===== src/rtl/mw_wb_stage.sv =====
// M/W pipeline register and write-back selector; drives the register-file write port.
// Optional macro SUBWORD_LOAD_EN enables byte/halfword load extension.
module mw_wb_stage #(
  parameter logic [31:0] RESET_PC = 32'h0000_0000
) (
  input  logic        clk,
  input  logic        reset,
  input  logic        en,
  input  logic        flush,
  input  logic [31:0] m_pc,
  input  logic        m_reg_write,
  input  logic [4:0]  m_wa,
  input  logic [2:0]  m_wd_sel,
  input  logic [31:0] m_alu_out,
  input  logic [31:0] m_mem_rdata,
  input  logic [31:0] m_hilo,
  input  logic [31:0] m_cp0_rdata,
  input  logic [2:0]  m_load_type,
  output logic        w_reg_write,
  output logic [4:0]  w_wa,
  output logic [31:0] w_wd,
  output logic [31:0] w_pc,
  output logic        w_valid
);

  localparam int unsigned XLEN = 32;
  localparam int unsigned AW   = 5;
  localparam int unsigned SW   = 3;

  localparam logic [SW-1:0] SEL_ALU  = 3'd0;
  localparam logic [SW-1:0] SEL_MEM  = 3'd1;
  localparam logic [SW-1:0] SEL_LINK = 3'd2;
  localparam logic [SW-1:0] SEL_HILO = 3'd3;
  localparam logic [SW-1:0] SEL_CP0  = 3'd4;

  logic [XLEN-1:0] pc_q;
  logic            reg_write_q;
  logic [AW-1:0]   wa_q;
  logic [SW-1:0]   wd_sel_q;
  logic [XLEN-1:0] alu_out_q;
  logic [XLEN-1:0] mem_rdata_q;
  logic [XLEN-1:0] hilo_q;
  logic [XLEN-1:0] cp0_rdata_q;
  logic            valid_q;
  logic [XLEN-1:0] load_data;

`ifdef SUBWORD_LOAD_EN
  localparam logic [SW-1:0] LD_LBU = 3'd1;
  localparam logic [SW-1:0] LD_LB  = 3'd2;
  localparam logic [SW-1:0] LD_LHU = 3'd3;
  localparam logic [SW-1:0] LD_LH  = 3'd4;

  logic [SW-1:0] load_type_q;
  logic [7:0]    ld_byte;
  logic [15:0]   ld_half;

  always_ff @(posedge clk) begin
    if (reset || flush) begin
      load_type_q <= '0;
    end else if (en) begin
      load_type_q <= m_load_type;
    end
  end

  // Little-endian lane pick from the registered effective address.
  always_comb begin
    ld_byte   = 8'h00;
    ld_half   = alu_out_q[1] ? mem_rdata_q[31:16] : mem_rdata_q[15:0];
    load_data = mem_rdata_q;
    case (alu_out_q[1:0])
      2'd0:    ld_byte = mem_rdata_q[7:0];
      2'd1:    ld_byte = mem_rdata_q[15:8];
      2'd2:    ld_byte = mem_rdata_q[23:16];
      default: ld_byte = mem_rdata_q[31:24];
    endcase
    case (load_type_q)
      LD_LBU:  load_data = {24'h000000, ld_byte};
      LD_LB:   load_data = {{24{ld_byte[7]}}, ld_byte};
      LD_LHU:  load_data = {16'h0000, ld_half};
      LD_LH:   load_data = {{16{ld_half[15]}}, ld_half};
      default: load_data = mem_rdata_q;
    endcase
  end
`else
  logic unused_load_type;
  assign unused_load_type = ^m_load_type;

  always_comb begin
    load_data = mem_rdata_q;
  end
`endif

  // Pipeline register: reset > flush > hold > capture.
  always_ff @(posedge clk) begin
    if (reset || flush) begin
      pc_q        <= RESET_PC;
      reg_write_q <= 1'b0;
      wa_q        <= '0;
      wd_sel_q    <= '0;
      alu_out_q   <= '0;
      mem_rdata_q <= '0;
      hilo_q      <= '0;
      cp0_rdata_q <= '0;
      valid_q     <= 1'b0;
    end else if (en) begin
      pc_q        <= m_pc;
      reg_write_q <= m_reg_write;
      wa_q        <= m_wa;
      wd_sel_q    <= m_wd_sel;
      alu_out_q   <= m_alu_out;
      mem_rdata_q <= m_mem_rdata;
      hilo_q      <= m_hilo;
      cp0_rdata_q <= m_cp0_rdata;
      valid_q     <= 1'b1;
    end
  end

  // Write-back source select; reserved encodings yield zero.
  always_comb begin
    w_wd = '0;
    case (wd_sel_q)
      SEL_ALU:  w_wd = alu_out_q;
      SEL_MEM:  w_wd = load_data;
      SEL_LINK: w_wd = XLEN'(pc_q + 32'd8);
      SEL_HILO: w_wd = hilo_q;
      SEL_CP0:  w_wd = cp0_rdata_q;
      default:  w_wd = '0;
    endcase
  end

  assign w_reg_write = reg_write_q && (wa_q != '0);
  assign w_wa        = wa_q;
  assign w_pc        = pc_q;
  assign w_valid     = valid_q;

endmodule


===== config.mk =====
export PLATFORM = sky130hd
export DESIGN_NAME = mw_wb_stage
export DESIGN_NICKNAME = d
export VERILOG_FILES = /design/src/rtl/mw_wb_stage.sv
export SDC_FILE = /design/constraint.sdc
export NUM_CORES = 1
export LEC_CHECK = 0
export BUFFER_PORTS_ARGS = -buffer_cell sky130_fd_sc_hd__buf_2
export CAP_MARGIN = 20
export CORE_MARGIN = 4
export CORE_UTILIZATION = 45
export DETAILED_ROUTE_END_ITERATION = 8
export PLACE_DENSITY = 0.73
export SLEW_MARGIN = 20
export SYNTH_ARGS = -nofsm -noshare
export SYNTH_HDL_FRONTEND = slang
export SYNTH_SLANG_ARGS = --single-unit
export TNS_END_PERCENT = 100

===== constraint.sdc =====
create_clock -name clk -period 3.98 [get_ports clk]
set_input_delay 0.597 -clock clk [delete_from_list [all_inputs] [get_ports clk]]
set_output_delay 0.597 -clock clk [all_outputs]
set_load 0.05 [all_outputs]

==> results.md <==
- The flow ran to the end, and the final reports show no timing, DRC or antenna violations.
- For this configuration, the core starts out at a cell density of 0.463.
- The endpoint of the most critical setup path is w_wd[19].
- The required time at the worst-slack endpoint is about 3400 ps.
- The endpoint identified for the worst register-to-register timing path is wd_sel_q[1].
- The weighted congestion reported at the end of routability-driven placement is ~0.85.
- The number of global-route vias before repair is ~6,600.
- The post-synthesis net count is ~1,000.
- The total global routing overflow is 0.
- Timing would allow up to 279 MHz.
- Setup slack closes at 401 ps.
- Between clock sinks in the finished design, the worst skew comes to 0 ps.
- For this run, asynchronously set or reset flops after synthesis account for 0.
- Synthesis inferred between 150 and 200 register bits.
- After the flow finishes, the layout carries non-filler instances totaling 1,282.
- Row generation in the floorplan step produced between 40 and 50 rows.
- The post-layout minimum cycle time is ~3600 ps.
- The deepest level of the CTS H-tree is 4.
- In this run the critical register-to-register path is launched from wd_sel_q[1].
- The dominant synthesized flop cell is dfxtp_1.
- The tightest min-delay check is of the in -> reg type.
- The arrival time reported for the critical path endpoint is 2980 ps.
- For this design the ratio of total power to cell area is around 400 nW/um^2.
- In this run, placement finished with an instance count of between 1,000 and 1,500.
- After clock tree synthesis, the clock-pin slew on the worst setup and hold paths is approximately 70 ps.
- The detailed router finished its first iteration with 409 violations.
- The detailed router put a total of ~9900 microns of wire on met1.
- The clock latency reported for the late side of the worst-skew pair is 420 ps.
- The tree built by TritonCTS fans out to 170 sinks.
- The tool flagged a number of max-cap violations equal to 0.
- The synthesized area divided by synthesized cell count is ~9.3 sq um.
- In the final routed layout, each cell accounts on average for approximately 18 microns.
- The final cycle utilization of the critical path is 0.899.
- Setup violations remaining at the end of the flow were counted as 0.
- Tracing the worst setup path back leads to its startpoint at w_pc[3].
- Total power for the finished layout comes to between 3 and 4 mW.
- The post-route antenna net violation count is 0.
- The total global-route track usage is 0.232.
- The worst-case register-to-register setup slack is 2750 ps.
- The number of clock buffers inserted by TritonCTS is 17.
- Setup repair after global routing left no endpoint under its margin.
- On the critical path, the stage with the largest delay is an instance of nor4_1.
- The largest single stage delay on the critical path is 850 ps.
- In this run the worst path has a maximum fanout of 7.
- The detailed-routing iteration count for the pre-antenna-repair pass is 5.
- For this run, design rule violations remaining after detail routing come to 0.
- The setup slack at placement is a little under 900 ps.
- The measured slew at the worst slew-check pin is ~1000 ps.
- The library cells used most frequently in the layout, excluding fill and tap cells, are 242 x buf_2, 187 x nor2_1, 186 x mux2i_1, 169 x dfxtp_1, 39 x a22oi_1.
- In the detailed route, the total length drawn on met3 is 1870 microns.
- The global-route wire length before repair is roughly 36,000 microns.
- No sink is reached through more buffers than the 2 on the longest clock path.
- Of the cells placed in the final design, the portion with a size suffix greater than 1 is 0.288.
- The final net count is 1,226.
- The initial antenna violation count is 5.
- The die outline height is 139 microns.
- The maximum VDD drop is ~0.33 mV.
- The HPWL after detailed placement is between 15,000 and 20,000 microns.
- The final-report max-slew violation count came to 0.
- The worst setup path is launched from a register.
- The leakage power summed over all cells is between 4 and 5 nW.
- The synthesized cell area is between 7000 and 8000 sq um.
- Measured along the x axis, the die boundary spans 139 microns.
- The area of the core region is 16,700 sq um.
- The number of distinct standard cells referenced by the synthesized netlist is 48.
- The number of vias in the routed layout is 6,895.
- The number of gates resized after CTS was 0.
- Using the TritonRoute via totals, the vias-per-cell ratio works out to 5.38.
- The area growth from synthesis to layout is 26.0%.
- The cell chosen for the clock root is clkbuf_16.
- The startpoint identified for the worst hold timing path is m_pc[25].
- The count of flip-flops with a built-in enable after synthesis is 0.
- Measured in cells, the most critical reg-to-reg path has a length of 3.
- The worst setup path is captured at an output pin.
- The antenna cell count is 0.
- The number of warnings printed during yosys synthesis is 0.
- Measured against its own limit, the worst slew margin works out to 0.299.
- Buffers added to address setup during post-CTS repair amount to 0.
- The final count of hold timing violations is 0.
- After technology mapping, the gate count stands at around 830.
- Summed over all nets, wire length on met2 after detailed routing comes to 11,000 microns.
- The number of buffer cells added on primary ports is between 200 and 250.
- The share of the Yosys chip area taken by registers is 0.440.
- The die covers around 19,000 sq um.
- The type of the worst setup path is reg -> out.
- Summed over all layers, the routed wires come to 23,300 microns.
- The hold-fix buffer count after cts is 0.
- The accumulated negative setup slack is 0 ps.
- The number of top-level pins is approximately 250.
- The library cell used most frequently in the layout, excluding fill and tap cells, is buf_2.
- Entering global routing, the biggest net connects 90 pins.
- In this run the top signal layer used is met5.
- TritonCTS built the clock tree.
- The critical path goes through ha_1 -> nand4_1 -> nor4_1 -> xnor2_1 -> o21ai_0 -> buf_2.
## registers in the layout, summed over array words and instances (netlist names)
register and flops:
cp0_rdata_q 32, w_wa 5, alu_out_q 32, w_pc 32, wd_sel_q 3, hilo_q 32, reg_write_q 1, w_valid 1
load_data 32
## cells by family after synthesis
family | Yosys count | synth area share
XOR/XNOR | 15 | 0.0170
multiplexers | 191 | 0.248
AND/OR/NAND/NOR | 281 | 0.157
buffers and inverters | 69 | 0.0349
AO/OA/AOI/OAI | 106 | 0.102
flip-flops | 170 | 0.440
adder cells (fa/ha/maj) | 1 | 0.00162
## critical path: cells and delay by family (launching register included)
| kind | cells | cell delay [ps] |
|---|---|---|
| xor gates and xnor gates | 1 | 170 |
| adders and majority gates | 1 | 260 |
| DFF | 1 | 460 |
| AOI/OAI and AO/OA | 1 | 170 |
| buffers and inverters | 1 | 300 |
| and+or+nand+nor | 2 | 1200 |
## power by group
part | total [mW] | switching, mW | internal [mW]
Combinational | 0.506 | 0.300 | 0.206
Clock | 1.67 | 0.690 | 0.976
Sequential | 1.80 | 0.0457 | 1.76
## synth_stat cells (all sizes together), types with 3 or more instances
cell type,instances,area [sq um]
buf,25,104
nor2,188,706
or4,3,26.3
nand2,27,101
o22a,13,114
mux2i,186,1860
clkbuf,41,155
o22ai,10,62.6
o221ai,4,35.0
and3,4,25.0
a22o,4,35.0
a21oi,4,20.0
o311ai,4,35.0
a22oi,39,293
o2bb2ai,4,35.0
nand4,10,68.8
nor3,9,45.0
nand3,20,100
nor4,7,43.8
xnor2,13,114
mux2,5,56.3
o21ai,13,65.1
dfxtp,170,3400
inv,3,11.3
## routing by layer
layer,vias up,global-route usage
met5,-,0
met4,10,0.0654
met3,39,0.0738
met2,247,0.382
met1,3203,0.294
li1,3396,-
## worst min path at each step
stage                   end  cells after the start
3_3_place_gp        w_valid                      2
4_1_cts        alu_out_q[7]                      3
3_5_place_dp        w_valid                      2
5_1_grt             w_pc[8]                      3
6_report           w_pc[25]                      3
2_1_floorplan    hilo_q[10]                      2
## final cells by class
class	count	area, sq um
Multi-Input combinational cell	594	4070
Tap cell	220	275
Timing Repair Buffer	263	1400
Clock buffer	22	474
Clock inverter	10	116
Sequential cell	170	3400
Fill cell	1521	6950
Inverter	3	11.3
## stage by stage
| step | area [sq um] | utilization | hold WS [ps] |
|---|---|---|---|
| 2_1_floorplan | 7730 | - | 454 |
| 3_3_place_gp | 9160 | 0.548 | 443 |
| 3_5_place_dp | 9160 | 0.548 | 465 |
| 4_1_cts | 9750 | 0.584 | 392 |
| 5_1_grt | 9750 | 0.584 | 393 |
| 6_report | 9750 | 0.584 | 404 |
No activity file was read; power rests on OpenSTA's default activity.
